==> src/rtl/uart_pkg.sv <==
// Shared UART definitions: transmit FSM state type, bit-timing helper and
// link defaults common to the transmit and receive sides.
package uart_pkg;

  typedef enum logic [2:0] {
    IDLE,
    START,
    DATA,
    PARITY,
    STOP
  } tx_state_t;

  localparam int DEFAULT_CLK_FREQ  = 50_000_000;
  localparam int DEFAULT_BAUD      = 115_200;
  localparam int DEFAULT_DATA_BITS = 8;

  // Clock cycles per line bit; truncating division, so the bit period rounds down.
  function automatic int clks_per_bit(input int clk_freq, input int baud);
    return clk_freq / baud;
  endfunction

endpackage

==> src/rtl/uart_tx_serializer_baud_gen.sv <==
// Restartable bit-period counter. Counts 0..CLKS_PER_BIT-1 while enabled and
// flags the terminal count with bit_tick. The receiver reuses this for
// mid-bit sampling.
module uart_baud_gen #(
  parameter int CLKS_PER_BIT = 434
) (
  input  logic clk,
  input  logic rst,
  input  logic clear,
  input  logic enable,
  output logic bit_tick
);

  localparam int CNT_W = (CLKS_PER_BIT > 1) ? $clog2(CLKS_PER_BIT) : 1;
  localparam logic [CNT_W-1:0] TERMINAL = CNT_W'(CLKS_PER_BIT - 1);

  logic [CNT_W-1:0] count;

  assign bit_tick = enable && (count == TERMINAL);

  // Count within the current bit; wrap at terminal count, restart on clear.
  always_ff @(posedge clk or posedge rst) begin
    if (rst) begin
      count <= '0;
    end else if (clear || bit_tick) begin
      count <= '0;
    end else if (enable) begin
      count <= count + CNT_W'(1);
    end
  end

endmodule

==> src/rtl/uart_tx_serializer.sv <==
// UART transmit serializer: latches a word on an accepted start pulse and
// sends start bit, data LSB first, optional parity and 1 or 2 stop bits.
// All outputs are registered.
module uart_tx_serializer
  import uart_pkg::*;
#(
  parameter int CLK_FREQ   = DEFAULT_CLK_FREQ,
  parameter int BAUD       = DEFAULT_BAUD,
  parameter int DATA_BITS  = DEFAULT_DATA_BITS,
  parameter int PARITY_EN  = 0,
  parameter int PARITY_ODD = 0,
  parameter int STOP_BITS  = 1
) (
  input  logic                 clk,
  input  logic                 rst,
  input  logic                 start,
  input  logic [DATA_BITS-1:0] data,
  output logic                 tx,
  output logic                 busy,
  output logic                 done
);

  localparam int CLKS_PER_BIT = clks_per_bit(CLK_FREQ, BAUD);
  localparam int BIT_CNT_W    = $clog2(DATA_BITS);
  localparam logic [BIT_CNT_W-1:0] LAST_BIT = BIT_CNT_W'(DATA_BITS - 1);
  localparam logic LAST_STOP = 1'(STOP_BITS - 1);

  if (CLKS_PER_BIT < 2) begin : g_bad_baud
    $error("uart_tx_serializer: CLK_FREQ/BAUD must be at least 2");
  end
  if (DATA_BITS < 5 || DATA_BITS > 9) begin : g_bad_width
    $error("uart_tx_serializer: DATA_BITS must be 5..9");
  end
  if (STOP_BITS < 1 || STOP_BITS > 2) begin : g_bad_stop
    $error("uart_tx_serializer: STOP_BITS must be 1 or 2");
  end

  tx_state_t              state, state_next;
  logic [DATA_BITS-1:0]   shreg, shreg_next;
  logic                   par_bit, par_next;
  logic [BIT_CNT_W-1:0]   bit_cnt, bit_cnt_next;
  logic                   stop_cnt, stop_cnt_next;
  logic                   tx_next, busy_next, done_next;
  logic                   accept;
  logic                   bit_tick;

  uart_baud_gen #(
    .CLKS_PER_BIT(CLKS_PER_BIT)
  ) u_baud (
    .clk     (clk),
    .rst     (rst),
    .clear   (accept),
    .enable  (state != IDLE),
    .bit_tick(bit_tick)
  );

  // State and output registers; reset forces an idle-high line immediately.
  always_ff @(posedge clk or posedge rst) begin
    if (rst) begin
      state    <= IDLE;
      shreg    <= '0;
      par_bit  <= 1'b0;
      bit_cnt  <= '0;
      stop_cnt <= 1'b0;
      tx       <= 1'b1;
      busy     <= 1'b0;
      done     <= 1'b0;
    end else begin
      state    <= state_next;
      shreg    <= shreg_next;
      par_bit  <= par_next;
      bit_cnt  <= bit_cnt_next;
      stop_cnt <= stop_cnt_next;
      tx       <= tx_next;
      busy     <= busy_next;
      done     <= done_next;
    end
  end

  // Next-state and next-output logic; tx changes only on bit boundaries.
  always_comb begin
    state_next    = state;
    shreg_next    = shreg;
    par_next      = par_bit;
    bit_cnt_next  = bit_cnt;
    stop_cnt_next = stop_cnt;
    tx_next       = tx;
    busy_next     = busy;
    done_next     = 1'b0;
    accept        = 1'b0;
    unique case (state)
      IDLE: begin
        if (start) begin
          // Parity is captured here because the shift register is consumed.
          accept        = 1'b1;
          state_next    = START;
          shreg_next    = data;
          par_next      = (^data) ^ 1'(PARITY_ODD);
          bit_cnt_next  = '0;
          stop_cnt_next = 1'b0;
          tx_next       = 1'b0;
          busy_next     = 1'b1;
        end
      end
      START: begin
        if (bit_tick) begin
          state_next   = DATA;
          tx_next      = shreg[0];
          shreg_next   = shreg >> 1;
          bit_cnt_next = '0;
        end
      end
      DATA: begin
        if (bit_tick) begin
          if (bit_cnt == LAST_BIT) begin
            if (PARITY_EN != 0) begin
              state_next = PARITY;
              tx_next    = par_bit;
            end else begin
              state_next = STOP;
              tx_next    = 1'b1;
            end
          end else begin
            tx_next      = shreg[0];
            shreg_next   = shreg >> 1;
            bit_cnt_next = bit_cnt + BIT_CNT_W'(1);
          end
        end
      end
      PARITY: begin
        if (bit_tick) begin
          state_next = STOP;
          tx_next    = 1'b1;
        end
      end
      STOP: begin
        if (bit_tick) begin
          if (stop_cnt == LAST_STOP) begin
            state_next = IDLE;
            busy_next  = 1'b0;
            done_next  = 1'b1;
          end else begin
            stop_cnt_next = 1'b1;
          end
        end
      end
      default: begin
        state_next = IDLE;
      end
    endcase
  end

endmodule

==> config.mk <==
export PLATFORM = sky130hd
export DESIGN_NAME = uart_tx_serializer
export DESIGN_NICKNAME = d
export VERILOG_FILES = /design/src/rtl/uart_pkg.sv /design/src/rtl/uart_tx_serializer_baud_gen.sv /design/src/rtl/uart_tx_serializer.sv
export SDC_FILE = /design/constraint.sdc
export NUM_CORES = 1
export LEC_CHECK = 0
export BUFFER_PORTS_ARGS = -buffer_cell sky130_fd_sc_hd__buf_2
export CAP_MARGIN = 20
export CORE_ASPECT_RATIO = 1.2
export CORE_UTILIZATION = 35
export CTS_CLUSTER_DIAMETER = 80
export DETAILED_ROUTE_END_ITERATION = 8
export PLACE_DENSITY = 0.55
export SLEW_MARGIN = 20
export SYNTH_ARGS = -nofsm -noshare
export SYNTH_HDL_FRONTEND = slang
export SYNTH_SLANG_ARGS = --single-unit
export TNS_END_PERCENT = 10
==> constraint.sdc <==
create_clock -name clk -period 2.5 [get_ports clk]
set_clock_uncertainty 0.05 [all_clocks]
set_input_delay 0.5 -clock clk [delete_from_list [all_inputs] [get_ports clk]]
set_output_delay 0.5 -clock clk [all_outputs]
set_load 0.05 [all_outputs]
### Word-level counts from Yosys, hierarchy flattened

Cells that the tools add are included.

| cells by class | value |
|---|---|
| add/sub/neg operators | 2 |
| multiply operators | 0 |
| divide/modulo/power cells | 0 |
| $lt $le $gt $ge | 0 |
| equality and inequality tests | 14 |
| shift-type cells | 0 |
| multiplexer cells | 38 |
| bitwise gates (word level) | 0 |
| reductions and logical operators | 13 |

Operators with widths:

| operator | count |
|---|---|
| 3-bit 2-to-1 mux | 11 |
| 8-bit 2-to-1 mux | 4 |
| 8-bit one-hot mux with 3 select lines | 1 |
| 9-bit 2-to-1 mux | 2 |
| 1-bit 2-to-1 mux | 15 |
| 3-bit one-hot mux with 5 select lines | 1 |
| 5-bit AND reduction | 2 |
| 9-bit by 1-bit adder with 9-bit output (second input constant) | 1 |
| 9-bit equality test (second input constant) | 1 |
| 3-bit one-hot mux with 3 select lines | 1 |
| 2-bit by 1-bit inequality test with 1-bit output (second input constant) | 4 |
| 2-bit inequality test (second input constant) | 4 |
| 7-bit AND reduction | 1 |
| 3-bit by 2-bit equality test with 1-bit output (second input constant) | 2 |
| 3-bit equality test (second input constant) | 2 |
| 3-bit nonzero test | 2 |
| 1-bit one-hot mux with 2 select lines | 2 |
| 1-bit one-hot mux with 4 select lines | 1 |
| 4-bit AND reduction | 1 |
| 2-bit nonzero test | 2 |
| 4-bit nonzero test | 1 |
| 3-bit by 1-bit adder with 3-bit output (second input constant) | 1 |
| 3-bit by 1-bit equality test with 1-bit output (second input constant) | 1 |
| 3-bit logical NOT | 1 |
| 3 further kinds | 3 |

| storage, ports and cells | value |
|---|---|
| bits in registers | 27 |
| bits in latches | 0 |
| memory bits (writable) | 0 |
| memory bits (read-only) | 0 |
| word-level logic and storage cells | 75 |
| memories kept | 0 |

### Logic depth before layout (Yosys ltp)

| logic depth | value |
|---|---|
| depth in word-level cells | 4 |
| mapped depth | 8 |

### Hierarchy

Synthesis repeated with hierarchy kept, for this count alone.

| unflattened totals | value |
|---|---|
| cell total of the unflattened synthesis | 132 |
| area, all modules | 1431.4 um^2 |

Modules (own cells, without submodules):

| module | instances | cells each | area an instance (um^2) |
|---|---|---|---|
| uart_tx_serializer | 1 | 79 | 909.6 |
| uart_baud_gen | 1 | 53 | 521.8 |

### Worst setup path before layout

No wires, ideal clock.

| timing | value |
|---|---|
| kind | register to register |
| start point | register u_baud.count[1] |
| end point | register bit_cnt[0] |
| library setup time | 0.125 ns |
| arrival | 2.010 ns |
| setup slack | 0.315 ns |
| cell stages (with the launch flop) | 9 |
| buffers on the path | 2 |
| period minus slack after synthesis | 2.185 ns |
| path through | dfrtp_1 inv_1 ha_1 nand4b_1 or4_1 buf_2 a211oi_2 buf_6 mux2_2 |

| between the ends | value |
|---|---|
| word-level cells in the longest chain between the ends | 4 |
| elaborated cells on any way between the ends | 5 |
| those cells by class | eq/ne: 3; reduce/logical: 2 |

Ends and longest elaborated chain:

| item | RTL line | source |
|---|---|---|
| start: declaration | uart_tx_serializer_baud_gen.sv:17 | `logic [CNT_W-1:0] count;` |
| start signal: assignment | uart_tx_serializer_baud_gen.sv:28 | `count <= count + CNT_W'(1);` |
| 9-bit equality test (*) | uart_tx_serializer_baud_gen.sv:19 | `assign bit_tick = enable && (count == TERMINAL);` |
| 1-bit logical AND (*) | uart_tx_serializer_baud_gen.sv:19 |  |
| 2-bit by 1-bit inequality test with 1-bit output (no line) | -- |  |
| 5-bit AND reduction (no line) (*) | -- |  |
| end signal: assignment | uart_tx_serializer.sv:72 | `bit_cnt <= bit_cnt_next;` |
| end: declaration | uart_tx_serializer.sv:41 | `logic [BIT_CNT_W-1:0] bit_cnt, bit_cnt_next;` |

Mark *: on every way between the ends. The rest lies on a longest branch, timed or not.
A chain may end at the register's enable or synchronous reset.

### Final worst setup path

| timing | value |
|---|---|
| start point | register u_baud.count[1] |
| end point | register shreg[5] |

| between the ends | value |
|---|---|
| word-level cells in the longest chain between the ends | 4 |
| elaborated cells on any way between the ends | 5 |
| those cells by class | eq/ne: 3; reduce/logical: 2 |

Ends and longest elaborated chain:

| item | RTL line | source |
|---|---|---|
| 9-bit equality test (*) | uart_tx_serializer_baud_gen.sv:19 |  |
| 1-bit logical AND (*) | uart_tx_serializer_baud_gen.sv:19 |  |
| 2-bit by 1-bit inequality test with 1-bit output (no line) | -- |  |
| 5-bit AND reduction (no line) (*) | -- |  |
| end signal: assignment | uart_tx_serializer.sv:70 | `shreg <= shreg_next;` |
| end: declaration | uart_tx_serializer.sv:39 | `logic [DATA_BITS-1:0] shreg, shreg_next;` |

Marked as above.

==> summary by stage <==
Critical path
The startpoint class of the critical path is a register. The launching point of the worst reg2reg path is u_baud.count[1]$_DFFE_PP0P_. The worst setup path is of the register to register kind. The endpoint identified for the worst register-to-register timing path is shreg[5]$_DFFE_PP0P_. The maximum fanout count along the critical path is 11. The kind of end point of the critical path is a register. The signal arrival time at the worst endpoint is 2360 ps. The critical path required time is 2610 ps. Across all register-to-register paths, the minimum setup slack is 250 ps. The worst register-to-register path has a depth of 7.

Global routing
The initial antenna violation count is 0. The number of global-route vias before repair is 1011. Global routing finished with a remaining overflow of 0. Entering global routing, the biggest net connects 27 pins. The first global-routing pass estimated 4.48 mm of wire. For this run, the total global-route usage over all layers was measured as 0.143.

Clock tree
The post-CTS repair timing setup buffer count is 0. The clock sink total is 26. The number of H-tree levels is 1. The cts-stage hold buffer count is 0. The clock latency on the worst-skew pair is 260 ps.

The clock tree buffer depth is 2. The clock tree from TritonCTS is yes. Clock-pin slew was measured on the worst setup and hold paths at 90 ps.

The post-cts repair resize count is 0. The root buffer cell chosen for the clock tree is sky130_fd_sc_hd__clkbuf_8. The CTS buffer count is 3.

Floorplanning
The width of the die is 58.4 um. The die outline area is 0.00407 sq mm. In this run the count of I/O pins placed on the die edge is 14.

The effective utilization at floorplan is 0.367. The height of the die is 69.7 um. The standard cell core area is 0.00363 sq mm. The number of core rows is 24.

Placed design
During placement, the flow inserted port buffers numbering 13. The area of placed instances is 0.00148 sq mm. Before CTS, the worst setup slack after placement is 277 ps. Summed over all nets, the half-perimeter wirelength after detailed placement is 1.83 mm. At the end of routability-driven placement, the weighted congestion stood at 0.805. The number of cells in the design after placement is 185.

Logic synthesis
By area the synthesized netlist is led by sky130_fd_sc_hd__dfrtp_1 (47%), sky130_fd_sc_hd__mux2_2 (13%), sky130_fd_sc_hd__xor2_1 (4.6%). The number of nets in the synthesized netlist is 135. Synthesis instantiated 36 different standard cells from the library. The area fraction of the dominant cell type after synthesis is 0.469. Of all flip-flops after synthesis, the portion carrying an async set or reset was 1.00. The most repeated cell in the gate-level netlist after synthesis is sky130_fd_sc_hd__dfrtp_1.

Of the synthesized area, sequential elements account for 0.488. The number of flip-flops and latches in the synthesized netlist is 26. Averaged over all synthesized cells, the footprint is 11.1 sq um. The main flop type after synthesis is sky130_fd_sc_hd__dfrtp_1. The area of the mapped netlist is 0.00134 sq mm.

The dominant cell type by area after synthesis is sky130_fd_sc_hd__dfrtp_1. The synthesized design contains 0 enable-type register cells. The yosys synthesis warning count is 0. The post-synthesis cell count is 120.

Sorting the synthesized cells by how often they occur yields sky130_fd_sc_hd__dfrtp_1 (25), sky130_fd_sc_hd__mux2_2 (16), sky130_fd_sc_hd__nor2_1 (11).

Power
The internal portion of the total power is 0.789 mW. For this design the ratio of total power to cell area is 737 mW/mm^2. The total leakage power is 0.695 nW.

The clock group share of total power is 0.213. The net load switching power is 0.331 mW. The share of total power dissipated in combinational logic is 0.240. The net switching fraction of the power is 0.296. The worst-case IR drop observed on VDD is 359 uV. The share of total power dissipated in sequential elements is 0.547.

Timing
The number of pins exceeding their max-slew limit in the final report is 0. Timing would allow up to 444 MHz. The worst path setup slack after routing is 248 ps. Setup violations remaining at the end of the flow were counted as 0. The max-slew headroom at the worst pin is 0.588. The final-layout worst hold slack is 222 ps. For the pin with the worst max-slew slack, the measured transition is 612 ps. Setup repair after global routing left no endpoint under its margin.

The minimum clock period is 2250 ps. The number of hold violations in the final report is 0. Dividing the final minimum period by the clock period gives 0.901. Setup total negative slack on the finished layout was measured at 0 ps.

Job
The count of maximum capacitance violations is 0.

Outcome
The flow ran to the end, and the final reports show no timing, DRC or antenna violations.

Final layout
The final net count is 153. The finished cells cover 0.00152 sq mm. The area growth from synthesis to final layout is 13.9%. Of the cells placed in the final design, the portion with a size suffix greater than 1 is 0.307. The filler cell count is 354. The final cell count without fillers is 189. 0 antenna diodes ended up in the layout.

Routing
The DRC violation total after the first TritonRoute iteration is 26. The final layout contains routed wiring with a total length of 2.46 mm. The count of nets left with antenna violations once routing finished came out at 0. The detailed-route wire length per cell is 13.0 um. In the routed layout, each cell is associated on average with a via count of 4.89.

The number of optimization iterations in the first detailed-route pass is 4. After detailed routing, the number of remaining DRC violations is 0. For this block, the via count after detailed routing is 924.

Hold path
The type of the most critical hold path is primary input to asynchronous set/reset pin.
## power by group through the flow
| stage | clock, mW | combinational, mW | sequential, mW |
|---|---|---|---|
| 2_1_floorplan | 0 | 0.224 | 0.590 |
| 3_5_place_dp | 0 | 0.273 | 0.623 |
| 6_report | 0.239 | 0.269 | 0.612 |
| 5_1_grt | 0.267 | 0.311 | 0.632 |
| 4_1_cts | 0.250 | 0.275 | 0.613 |
| 3_3_place_gp | 0 | 0.261 | 0.614 |
## worst max-delay path by stage
stage,startpoint,to,slack [ps]
2_1_floorplan,u_baud.count[1]$_DFFE_PP0P_,bit_cnt[0]$_DFFE_PP0P_,310
3_3_place_gp,u_baud.count[1]$_DFFE_PP0P_,shreg[5]$_DFFE_PP0P_,340
3_5_place_dp,u_baud.count[1]$_DFFE_PP0P_,shreg[1]$_DFFE_PP0P_,280
4_1_cts,u_baud.count[1]$_DFFE_PP0P_,shreg[5]$_DFFE_PP0P_,250
5_1_grt,u_baud.count[1]$_DFFE_PP0P_,shreg[5]$_DFFE_PP0P_,140
6_report,u_baud.count[1]$_DFFE_PP0P_,shreg[5]$_DFFE_PP0P_,250
## worst max-delay path, cell delays in order (launching register included)
cell,delay (ps)
sky130_fd_sc_hd__dfrtp_1,430
sky130_fd_sc_hd__inv_1,90
sky130_fd_sc_hd__ha_1,150
sky130_fd_sc_hd__nand4b_1,140
sky130_fd_sc_hd__or4_1,470
sky130_fd_sc_hd__a211oi_2,230
sky130_fd_sc_hd__buf_4,230
sky130_fd_sc_hd__mux2_2,360
## cells by family (layout without fill, tap and decap cells)
kind of cell	after synthesis	count (layout)	share of synthesized area
AO/OA/AOI/OAI	17	17	0.0872
XOR/XNOR	8	8	0.0525
adder cells (fa/ha/maj)	4	4	0.0375
buffers and inverters	9	26	0.0319
flip-flops	26	26	0.488
multiplexers	18	18	0.150
AND/OR/NAND/NOR	38	38	0.153
## layout make-up
| class | instances | area, sq um | area share |
|---|---|---|---|
| inverters | 4 | 15.0 | 0.00988 |
| multi-input cells | 85 | 641 | 0.421 |
| flip-flops and latches | 26 | 652 | 0.429 |
| well taps | 52 | 65.1 | 0.0428 |
| repair buffers | 18 | 103 | 0.0675 |
| clock buffers | 4 | 45.0 | 0.0296 |
## through the flow
step | total power, mW | util
after floorplan | 0.814 | -
after global placement | 0.875 | 0.406
after detailed placement | 0.896 | 0.406
after CTS | 1.14 | 0.418
after global routing | 1.21 | 0.418
final | 1.12 | 0.418
## layer usage
metal,share of wire,track usage
met1,0.46,0.169
met2,0.51,0.252
met3,0.017,0.0280
met4,0.013,0.0503
met5,0,0
## cells in the final DEF (no fill, tap or decap), types with 2 or more instances in the layout
cell type | Yosys | final
sky130_fd_sc_hd__dfrtp_1 | 25 | 25
sky130_fd_sc_hd__mux2_2 | 16 | 16
sky130_fd_sc_hd__buf_2 | 1 | 13
sky130_fd_sc_hd__nor2_1 | 11 | 11
sky130_fd_sc_hd__xor2_1 | 7 | 7
sky130_fd_sc_hd__nand2_1 | 6 | 6
sky130_fd_sc_hd__o21ai_0 | 5 | 5
sky130_fd_sc_hd__nand4_1 | 5 | 5
sky130_fd_sc_hd__buf_4 | 0 | 5
sky130_fd_sc_hd__inv_1 | 4 | 4
sky130_fd_sc_hd__ha_1 | 4 | 4
sky130_fd_sc_hd__a21oi_1 | 3 | 3
sky130_fd_sc_hd__clkbuf_8 | 0 | 3
sky130_fd_sc_hd__nor2b_1 | 2 | 2
sky130_fd_sc_hd__nor3_1 | 2 | 2
sky130_fd_sc_hd__or3_1 | 2 | 2
sky130_fd_sc_hd__o31ai_1 | 2 | 2
sky130_fd_sc_hd__mux2i_1 | 2 | 2
sky130_fd_sc_hd__nand3b_1 | 2 | 2
## sequential cells by signal, indices dropped and copies added, names as in the netlist
signal	count
bit_cnt	3
shreg	8
u_baud.count	9
tx	1
done	1
busy	1
state	3
Note: power is estimated with default switching activity, not from simulation.
